--- config.mk ---
export PLATFORM = sky130hd
export DESIGN_NAME = servo_pwm_capture_flat
export DESIGN_NICKNAME = d
export VERILOG_FILES = /design/src/rtl/servo_pwm_capture_pkg.sv /design/src/rtl/servo_pwm_capture_if.sv /design/src/rtl/pwm_edge_sync.sv /design/src/rtl/servo_pwm_capture.sv /design/src/flat_wrapper.sv
export SDC_FILE = /design/constraint.sdc
export NUM_CORES = 1
export LEC_CHECK = 0
export BUFFER_PORTS_ARGS = -buffer_cell sky130_fd_sc_hd__buf_4
export CORE_ASPECT_RATIO = 1.1
export CORE_MARGIN = 2
export CORE_UTILIZATION = 52
export CTS_BUF_LIST = sky130_fd_sc_hd__clkbuf_16
export DETAILED_ROUTE_END_ITERATION = 6
export PLACE_DENSITY = 0.8
export SLEW_MARGIN = 15
export SYNTH_ARGS = -nofsm -noshare
export SYNTH_HDL_FRONTEND = slang
export SYNTH_HIERARCHICAL = 1
export SYNTH_SLANG_ARGS = --single-unit
--- constraint.sdc ---
create_clock -name clock_clk -period 1.8 [get_ports clock_clk]
set_clock_uncertainty 0.2 [all_clocks]
set_input_delay 0.09 -clock clock_clk [delete_from_list [all_inputs] [get_ports clock_clk]]
set_output_delay 0.09 -clock clock_clk [all_outputs]
set_load 0.01 [all_outputs]
--- src/rtl/servo_pwm_capture_pkg.sv ---
// servo_pwm_pkg: shared state encoding and default sizing for the servo PWM blocks
package servo_pwm_pkg;
  localparam int CNT_W_DEF = 32;
  localparam int TIMEOUT_DEF = 100000000;
  typedef enum logic [1:0] {IDLE, ARMED, HIGH, LOW} state_t;
endpackage

--- src/rtl/servo_pwm_capture_if.sv ---
// servo_pwm_capture_if: measurement result channel with valid/ready handshake and status flags
interface servo_pwm_capture_if #(parameter int CNT_W = 32);
  logic meas_valid;
  logic meas_ready;
  logic [CNT_W-1:0] high_count;
  logic [CNT_W-1:0] period_count;
  logic overrun;
  logic signal_lost;
  modport master (output meas_valid, high_count, period_count, overrun, signal_lost, input meas_ready);
  modport slave (input meas_valid, high_count, period_count, overrun, signal_lost, output meas_ready);
endinterface

--- src/rtl/pwm_edge_sync.sv ---
// pwm_edge_sync: input synchronizer with edge detect; o_primed marks when pwm_s and its delay hold real samples
module pwm_edge_sync #(
  parameter int SYNC_STAGES = 2
) (
  input  logic clock_clk,
  input  logic reset_low,
  input  logic i_pwm,
  output logic o_pwm_s,
  output logic o_rise,
  output logic o_fall,
  output logic o_primed
);
  logic [SYNC_STAGES-1:0] r_sync;
  logic r_pwm_d;
  logic [SYNC_STAGES:0] r_fill;
  always_ff @(posedge clock_clk or negedge reset_low) begin
    if (!reset_low) begin
      r_sync <= '0;
      r_pwm_d <= 1'b0;
      r_fill <= '0;
    end else begin
      r_sync <= {r_sync[SYNC_STAGES-2:0], i_pwm};
      r_pwm_d <= r_sync[SYNC_STAGES-1];
      r_fill <= {r_fill[SYNC_STAGES-1:0], 1'b1};
    end
  end
  assign o_pwm_s = r_sync[SYNC_STAGES-1];
  assign o_rise = o_pwm_s & ~r_pwm_d;
  assign o_fall = ~o_pwm_s & r_pwm_d;
  assign o_primed = r_fill[SYNC_STAGES];
endmodule

--- src/rtl/servo_pwm_capture.sv ---
// servo_pwm_capture: measures high time and period of a PWM input and hands results out on valid/ready
module servo_pwm_capture
  import servo_pwm_pkg::*;
#(
  parameter int CNT_W = CNT_W_DEF,
  parameter int TIMEOUT = TIMEOUT_DEF,
  parameter int SYNC_STAGES = 2
) (
  input logic clock_clk,
  input logic reset_low,
  input logic pwm_in,
  servo_pwm_capture_if.master m
);
  localparam logic [CNT_W-1:0] LP_TIMEOUT = CNT_W'(TIMEOUT);
  state_t r_state, w_next;
  logic [CNT_W-1:0] r_cnt, w_cnt_next, r_hold, r_high, r_period;
  logic r_valid, r_overrun, r_lost;
  logic w_pwm_s, w_rise, w_fall, w_primed;
  logic w_timeout, w_done, w_capture, w_accept;
  pwm_edge_sync #(.SYNC_STAGES(SYNC_STAGES)) u_sync (
    .clock_clk(clock_clk),
    .reset_low(reset_low),
    .i_pwm(pwm_in),
    .o_pwm_s(w_pwm_s),
    .o_rise(w_rise),
    .o_fall(w_fall),
    .o_primed(w_primed)
  );
  assign w_timeout = (r_state != IDLE) && (r_cnt == LP_TIMEOUT) && !w_rise && !w_fall;
  assign w_done = (r_state == LOW) && w_rise;
  assign w_capture = (r_state == HIGH) && w_fall;
  assign w_accept = r_valid && m.meas_ready;
  always_comb begin
    w_next = r_state;
    if (w_timeout) w_next = IDLE;
    else unique case (r_state)
      IDLE:  w_next = (w_primed && !w_pwm_s) ? ARMED : IDLE;
      ARMED: w_next = w_rise ? HIGH : ARMED;
      HIGH:  w_next = w_fall ? LOW : HIGH;
      LOW:   w_next = w_rise ? HIGH : LOW;
    endcase
    w_cnt_next = (w_timeout || r_state == IDLE) ? '0 :
                 w_rise ? CNT_W'(1) :
                 (r_cnt == LP_TIMEOUT) ? r_cnt : r_cnt + 1'b1;
  end
  always_ff @(posedge clock_clk or negedge reset_low) begin
    if (!reset_low) begin
      r_state <= IDLE;
      r_cnt <= '0;
      r_hold <= '0;
    end else begin
      r_state <= w_next;
      r_cnt <= w_cnt_next;
      if (w_capture) r_hold <= r_cnt;
    end
  end
  // A completion coinciding with an accept replaces the data cleanly; one against a stalled consumer overruns.
  always_ff @(posedge clock_clk or negedge reset_low) begin
    if (!reset_low) begin
      r_valid <= 1'b0;
      r_high <= '0;
      r_period <= '0;
      r_overrun <= 1'b0;
      r_lost <= 1'b0;
    end else begin
      if (w_done) begin
        r_valid <= 1'b1;
        r_high <= r_hold;
        r_period <= r_cnt;
      end else if (w_accept) r_valid <= 1'b0;
      r_overrun <= (w_done && r_valid && !m.meas_ready) ? 1'b1 : w_accept ? 1'b0 : r_overrun;
      r_lost <= w_timeout ? 1'b1 : (r_state == ARMED && w_rise) ? 1'b0 : r_lost;
    end
  end
  assign m.meas_valid = r_valid;
  assign m.high_count = r_high;
  assign m.period_count = r_period;
  assign m.overrun = r_overrun;
  assign m.signal_lost = r_lost;
endmodule

--- src/flat_wrapper.sv ---
// flat-port wrapper written by rule: the top's interface ports become plain ports
module servo_pwm_capture_flat import servo_pwm_pkg::*;
#(
  parameter int CNT_W = CNT_W_DEF,
  parameter int TIMEOUT = TIMEOUT_DEF,
  parameter int SYNC_STAGES = 2
)
  (clock_clk, reset_low, pwm_in, m_meas_valid, m_high_count, m_period_count, m_overrun, m_signal_lost, m_meas_ready);
  servo_pwm_capture_if #(.CNT_W(CNT_W)) m_i ();
  input logic clock_clk;
  input logic reset_low;
  input logic pwm_in;
  output wire logic [$bits(m_i.meas_valid)-1:0] m_meas_valid;
  output wire logic [$bits(m_i.high_count)-1:0] m_high_count;
  output wire logic [$bits(m_i.period_count)-1:0] m_period_count;
  output wire logic [$bits(m_i.overrun)-1:0] m_overrun;
  output wire logic [$bits(m_i.signal_lost)-1:0] m_signal_lost;
  input wire logic [$bits(m_i.meas_ready)-1:0] m_meas_ready;
  assign m_meas_valid = m_i.meas_valid;
  assign m_high_count = m_i.high_count;
  assign m_period_count = m_i.period_count;
  assign m_overrun = m_i.overrun;
  assign m_signal_lost = m_i.signal_lost;
  assign m_i.meas_ready = m_meas_ready;
  servo_pwm_capture #(.CNT_W(CNT_W), .TIMEOUT(TIMEOUT), .SYNC_STAGES(SYNC_STAGES)) u_core (.clock_clk(clock_clk), .reset_low(reset_low), .pwm_in(pwm_in), .m(m_i));
endmodule
# Word level (Yosys, flattened, before mapping)

Index checks and enable logic that the tools add are counted.

$add $sub $neg: 1
Bitwise gates (word level): 4
Equality and inequality tests: 5
Multiplexer cells: 14
Reduce and logical (&&, ||, !) cells: 20

Operators with widths:

| kind                    | number |
|---|---|
| $mux W32                | 3 |
| $add A32 B1 Y32 const B | 1 |
| $eq A32 B27 Y1 const B  | 1 |
| $logic_and A1 B1 Y1     | 10 |
| $mux W1                 | 8 |
| $pmux W2 S4             | 1 |
| $reduce_bool A2 Y1      | 4 |
| $eq A2 B2 Y1 const B    | 2 |
| $logic_not A1 Y1        | 4 |
| $mux W2                 | 2 |
| $ne A3 B2 Y1 const B    | 1 |
| $and A1 B1 Y1           | 2 |
| $eq A2 B1 Y1 const B    | 1 |
| $logic_not A2 Y1        | 1 |
| $not A1 Y1              | 2 |
| $logic_or A1 B1 Y1      | 1 |

Register bits: 139
Word-level logic and storage cells: 55
Output and inout port bits: 67
Bits of input ports: 4

# Longest topological paths before layout

Depth after elaboration: 7
Mapped depth: 8
Depth with buffers taken out: 7

# By module

Netlist, hierarchy kept.

Modules (own cells, without submodules):

| module            | cells each | times used | sequential area each (µm²) | area each (µm²) |
|---|---|---|---|---|
| servo_pwm_capture | 435        | 1          | 3328.2                     | 5627.9 |
| pwm_edge_sync     | 9          | 1          | 150.1                      | 168.9 |

# Worst setup path before layout

Ideal clock, no wire load.

Path kind: reg2reg
Start: register u_core.u_sync.r_sync[1]
End: register u_core.r_cnt[20]
Path buffers: 2
Setup time: 0.130 ns
Required time: 1.470 ns
Arrival: 1.676 ns
Slack: -0.206 ns
Stages on the path, launching flop included: 9
Clock period less this slack: 2.006 ns
Cells stage by stage: dfrtp_1 nor2b_1 clkbuf_1 nor3b_1 nand4_2 nor3_4 or2b_4 buf_6 o21ai_1

Word-level cells in the longest chain between the ends: 6
Elaborated cells between the ends (all ways): 11
Those cells by class: 1 x eq/ne; 2 x mux; 3 x bitwise; 5 x reduce/logical

Ends and longest elaborated chain:

| item                                               | RTL line                | RTL |
|---|---|---|
| start: declaration                                 | pwm_edge_sync.sv:13     | `logic [SYNC_STAGES-1:0] r_sync;` |
| start signal: assignment                           | pwm_edge_sync.sv:22     | `r_sync <= {r_sync[SYNC_STAGES-2:0], i_pwm};` |
| $and A1 B1 Y1 *                                    | pwm_edge_sync.sv:28     | `assign o_rise = o_pwm_s & ~r_pwm_d;` |
| named net u_core.w_rise                            | servo_pwm_capture.sv:18 | `logic w_pwm_s, w_rise, w_fall, w_primed;` |
| $logic_not A1 Y1                                   | servo_pwm_capture.sv:29 | `assign w_timeout = (r_state != IDLE) && (r_cnt == LP_TIMEOUT) && !w_rise && !w_fall;` |
| $logic_and A1 B1 Y1 (2 in series)                  | servo_pwm_capture.sv:29 |  |
| $logic_or A1 B1 Y1                                 | servo_pwm_capture.sv:42 | `w_cnt_next = (w_timeout \|\| r_state == IDLE) ? '0 :` |
| $ne A3 B2 Y1 (no line) or $mux W32 (tied branches) | --                      |  |
| end signal: assignment                             | servo_pwm_capture.sv:53 | `r_cnt <= w_cnt_next;` |
| end: declaration                                   | servo_pwm_capture.sv:16 | `logic [CNT_W-1:0] r_cnt, w_cnt_next, r_hold, r_high, r_period;` |

The timed path passes the listed nets; every way through them passes the cells marked *.
A chain may end at the register's enable or synchronous reset.

# Final worst setup path

Start: register u_core.r_cnt[0]
End: register u_core.r_cnt[18]

Word-level cells in the longest chain between the ends: 6
Elaborated cells between the ends (all ways): 10
Those cells by class: 1 x add/sub; 2 x eq/ne; 3 x mux; 4 x reduce/logical

Ends and longest elaborated chain:

| item |
|---|
| branches (longest 6 deep; another with $add A32 B1 Y32) |

Several ways; the timed one is not identified. The select of a mux whose other input is x is not followed.

==> impl_metrics.py <==
metrics = {
    "synth": {
        "synth_seq_cells": 139,
        "avgSynthCellArea_um2": 13.1,
        "yosysSeqAreaShare_pct": 60.0,
        "yosysWarnings": 6,
        "synth_nets": 450,
        "synthTopCellsByArea": "dfrtp_1 (60%), mux2_2 (17%), xor2_1 (2.4%)",
        "yosys.cell_types.count": 48,
        "synth_edf_count": 0,
        "synth_top_area_share_pct": 60.0,
        "yosysTopAreaCell": "dfrtp_1",
        "syn_area_um2": 5800,
        "ys.flop_type": "dfrtp_1",
        "syn-instance-count": 444,
        "async_reset_ff_share_pct": 100,
    },
    "global_routing": {
        "grt-ovfl-total": 0,
        "grt_pass1_vias": 4091,
        "antenna_found_initial": 0,
        "grt_max_degree": 52,
        "grt_pass1_wl_mm": 20.1,
        "grt_usage_pct": 21.2,
    },
    "power": {
        "power_density_nw_per_um2": 1010,
        "peakVddDrop_mv": 0.709,
        "leakagePower_uw": 0.00398,
        "total_power_uw": 7880,
    },
    "place": {
        "dp.final_hpwl_mm": 8.23,
        "post-place-ws_ns": -0.137,
        "finalWeightedCongestion": 0.885,
        "portBuffers": 70,
    },
    "hold_path": {
        "min_from": "pwm_in",
        "hold_depth": 2,
        "hp-class": "in2reg",
        "holdPathEnd": "u_core/u_sync/r_sync[0]",
    },
    "status": {
        "violations": "setup timing",
        "status": "complete, but fails checks",
    },
    "layout": {
        "multi_input_area_um2": 2310,
        "syn_to_final_growth_pct": 35.0,
        "num-fill-cells": 732,
        "final_common_cell": "dfrtp_1",
        "num_antenna_cells": 0,
        "layout-drive-gt1-share_pct": 49.6,
        "nets": 594,
        "layout.area.seq_um2": 3480,
        "layout_common_cells": "dfrtp_1 (138), buf_4 (133), mux2_2 (88), nor2_1 (31), clkbuf_16 (18)",
        "fin_util_pct": 71.7,
    },
    "setup_path": {
        "regToRegSetupSlack_ns": -0.18,
        "r2r_end": "u_core/r_cnt[18]",
        "crit_arrival_ns": 2.06,
        "cp_max_fo": 4,
        "worst_setup_path_start_kind": "register",
        "cp.required_ns": 1.88,
        "end_kind": "register",
        "rr_startpoint": "u_core/r_cnt[0]",
        "rr_worst_depth": 8,
        "path_class": "reg2reg",
    },
    "timing": {
        "fin_ws_ns": -0.180,
        "hold_slack_ns": 0.138,
        "layout_min_cycle_time_ns": 1.98,
        "period_share_pct": 110,
        "tns_ns": -3.59,
        "hold_viol_final": 0,
        "setup_viol": 35,
        "rsz0062_at_grt": "true",
        "final_max_slew_viol_count": 0,
        "maxClockFrequency_ghz": 0.505,
    },
    "cts": {
        "cts.path.max_buffers": 2,
        "cts_tree": "done",
        "clock_latency_ns": 0.40,
        "cts-root-buf": "clkbuf_16",
        "numCtsBuffers": 17,
        "clk_pin_slew_worst_paths_ns": 0.06,
        "htreeDepth": 4,
        "clock_sinks": 139,
    },
    "floorplanning": {
        "die_x_um": 105,
        "die-area_um2": 12000,
        "ios": 71,
        "die_h_um": 115,
        "initial_core_util_pct": 53.1,
        "row_count": 40,
        "coreArea_um2": 10900,
    },
    "run": {
        "cap_violations": 0,
    },
    "detailed_routing": {
        "top_layer": "met4",
        "met1_length_mm": 5.28,
        "postRouteAntennaNets": 0,
        "first_pass_iters": 4,
        "drt_iter0_drc": 195,
        "met2_length_mm": 6.55,
        "post_drt_wl_per_cell_um": 17.0,
        "via_per_inst": 5.38,
        "drt-total-wl_mm": 12.7,
        "vias": 4014,
        "route.met3.wl_um": 608,
        "drc": 0,
    },
}
final cells by class:
class / instances / share of cell area, %
Timing Repair Buffer: 153 / 16.4
Multi-Input combinational cell: 270 / 29.5
Sequential cell: 139 / 44.5
Clock inverter: 13 / 1.45
Inverter: 7 / 0.336
Clock buffer: 17 / 5.44
Tap cell: 147 / 2.35
stage by stage:
step                cell area [um^2]  instances
floorplan                       5820        444
global placement                6940        697
detailed placement              6940        697
CTS                             7620        734
global route                    7830        746
finish                          7830        746
what timing repair did:
item	in CTS	in global routing
buffers inserted	3	11
hold buffers	4	0
gates resized for setup	24	22
hold endpoints to repair	142	0
gates cloned	0	1
pin swaps	3	9
setup endpoints to repair	94	63
flip-flops by register name, summed over array words and instances (netlist names):
name / count
u_core/m.overrun: 1
u_core/r_cnt: 32
u_core/u_sync/r_pwm_d: 1
u_core/m.signal_lost: 1
u_core/r_hold: 32
u_core/u_sync/r_sync: 2
u_core/m.meas_valid: 1
u_core/m.period_count: 32
u_core/r_state: 2
u_core/u_sync/r_fill: 3
u_core/m.high_count: 32
cell families (layout without fill, tap and decap cells):
kind of cell               count (synthesis)  count (layout)  share of synthesized area, %
and+or+nand+nor                          118             118                          11.9
DFF                                      139             139                          60.0
AOI/OAI and AO/OA                         32              32                          3.17
other                                      1               1                        0.0647
adders and majority gates                  2               2                         0.432
buffers and inverters                     35             190                          2.96
xor gates and xnor gates                  29              29                          4.38
muxes                                     88              88                          17.1
per-layer routing:
layer	global-route usage (%)	vias up
met5	0	-
li1	-	1838
met3	5.56	22
met4	8.18	0
met1	25.6	2034
met2	37.1	120
synth_stat cells (2+ instances only):
library cell  number
dfrtp_1          139
mux2_2            88
nor2_1            32
nand2_1           18
o21ai_0           16
xor2_1            16
nand3_1           15
nand4_1           14
clkbuf_1          13
xnor2_1           13
buf_2              9
inv_1              7
and4_1             5
nor3_1             5
o21ai_1            5
a21oi_1            3
and3_1             3
buf_6              3
nor4_1             3
nor4_2             3
a2bb2oi_1          2
and2_1             2
clkbuf_2           2
ha_1               2
nand4_2            2
nor2b_1            2
worst max-delay path, stage by stage (launching register included):
cell and delay, ns:
dfrtp_1 0.36, buf_4 0.11, buf_4 0.11, ha_1 0.16, nand4_1 0.11, or2_2 0.35
nor3_1 0.21, xnor2_1 0.15, o21ai_1 0.08
how the worst max path moves through the flow:
stage	start	end	slack [ns]	depth (start not counted)
2_1_floorplan	u_core/r_cnt[3]	u_core/r_cnt[20]	-0.08	6
3_3_place_gp	u_core/u_sync/r_sync[1]	u_core/r_state[0]	-0.12	7
3_5_place_dp	u_core/u_sync/r_sync[1]	u_core/r_cnt[16]	-0.14	7
4_1_cts	u_core/r_cnt[0]	u_core/r_state[0]	-0.10	8
5_1_grt	u_core/r_cnt[0]	u_core/r_cnt[18]	-0.27	8
6_report	u_core/r_cnt[0]	u_core/r_cnt[18]	-0.18	8
where the power goes:
group          internal, uW  switching (uW)
clock                  1980            1210
sequential             3320             145
combinational           637             577
Power figures use the tool's default switching activity.
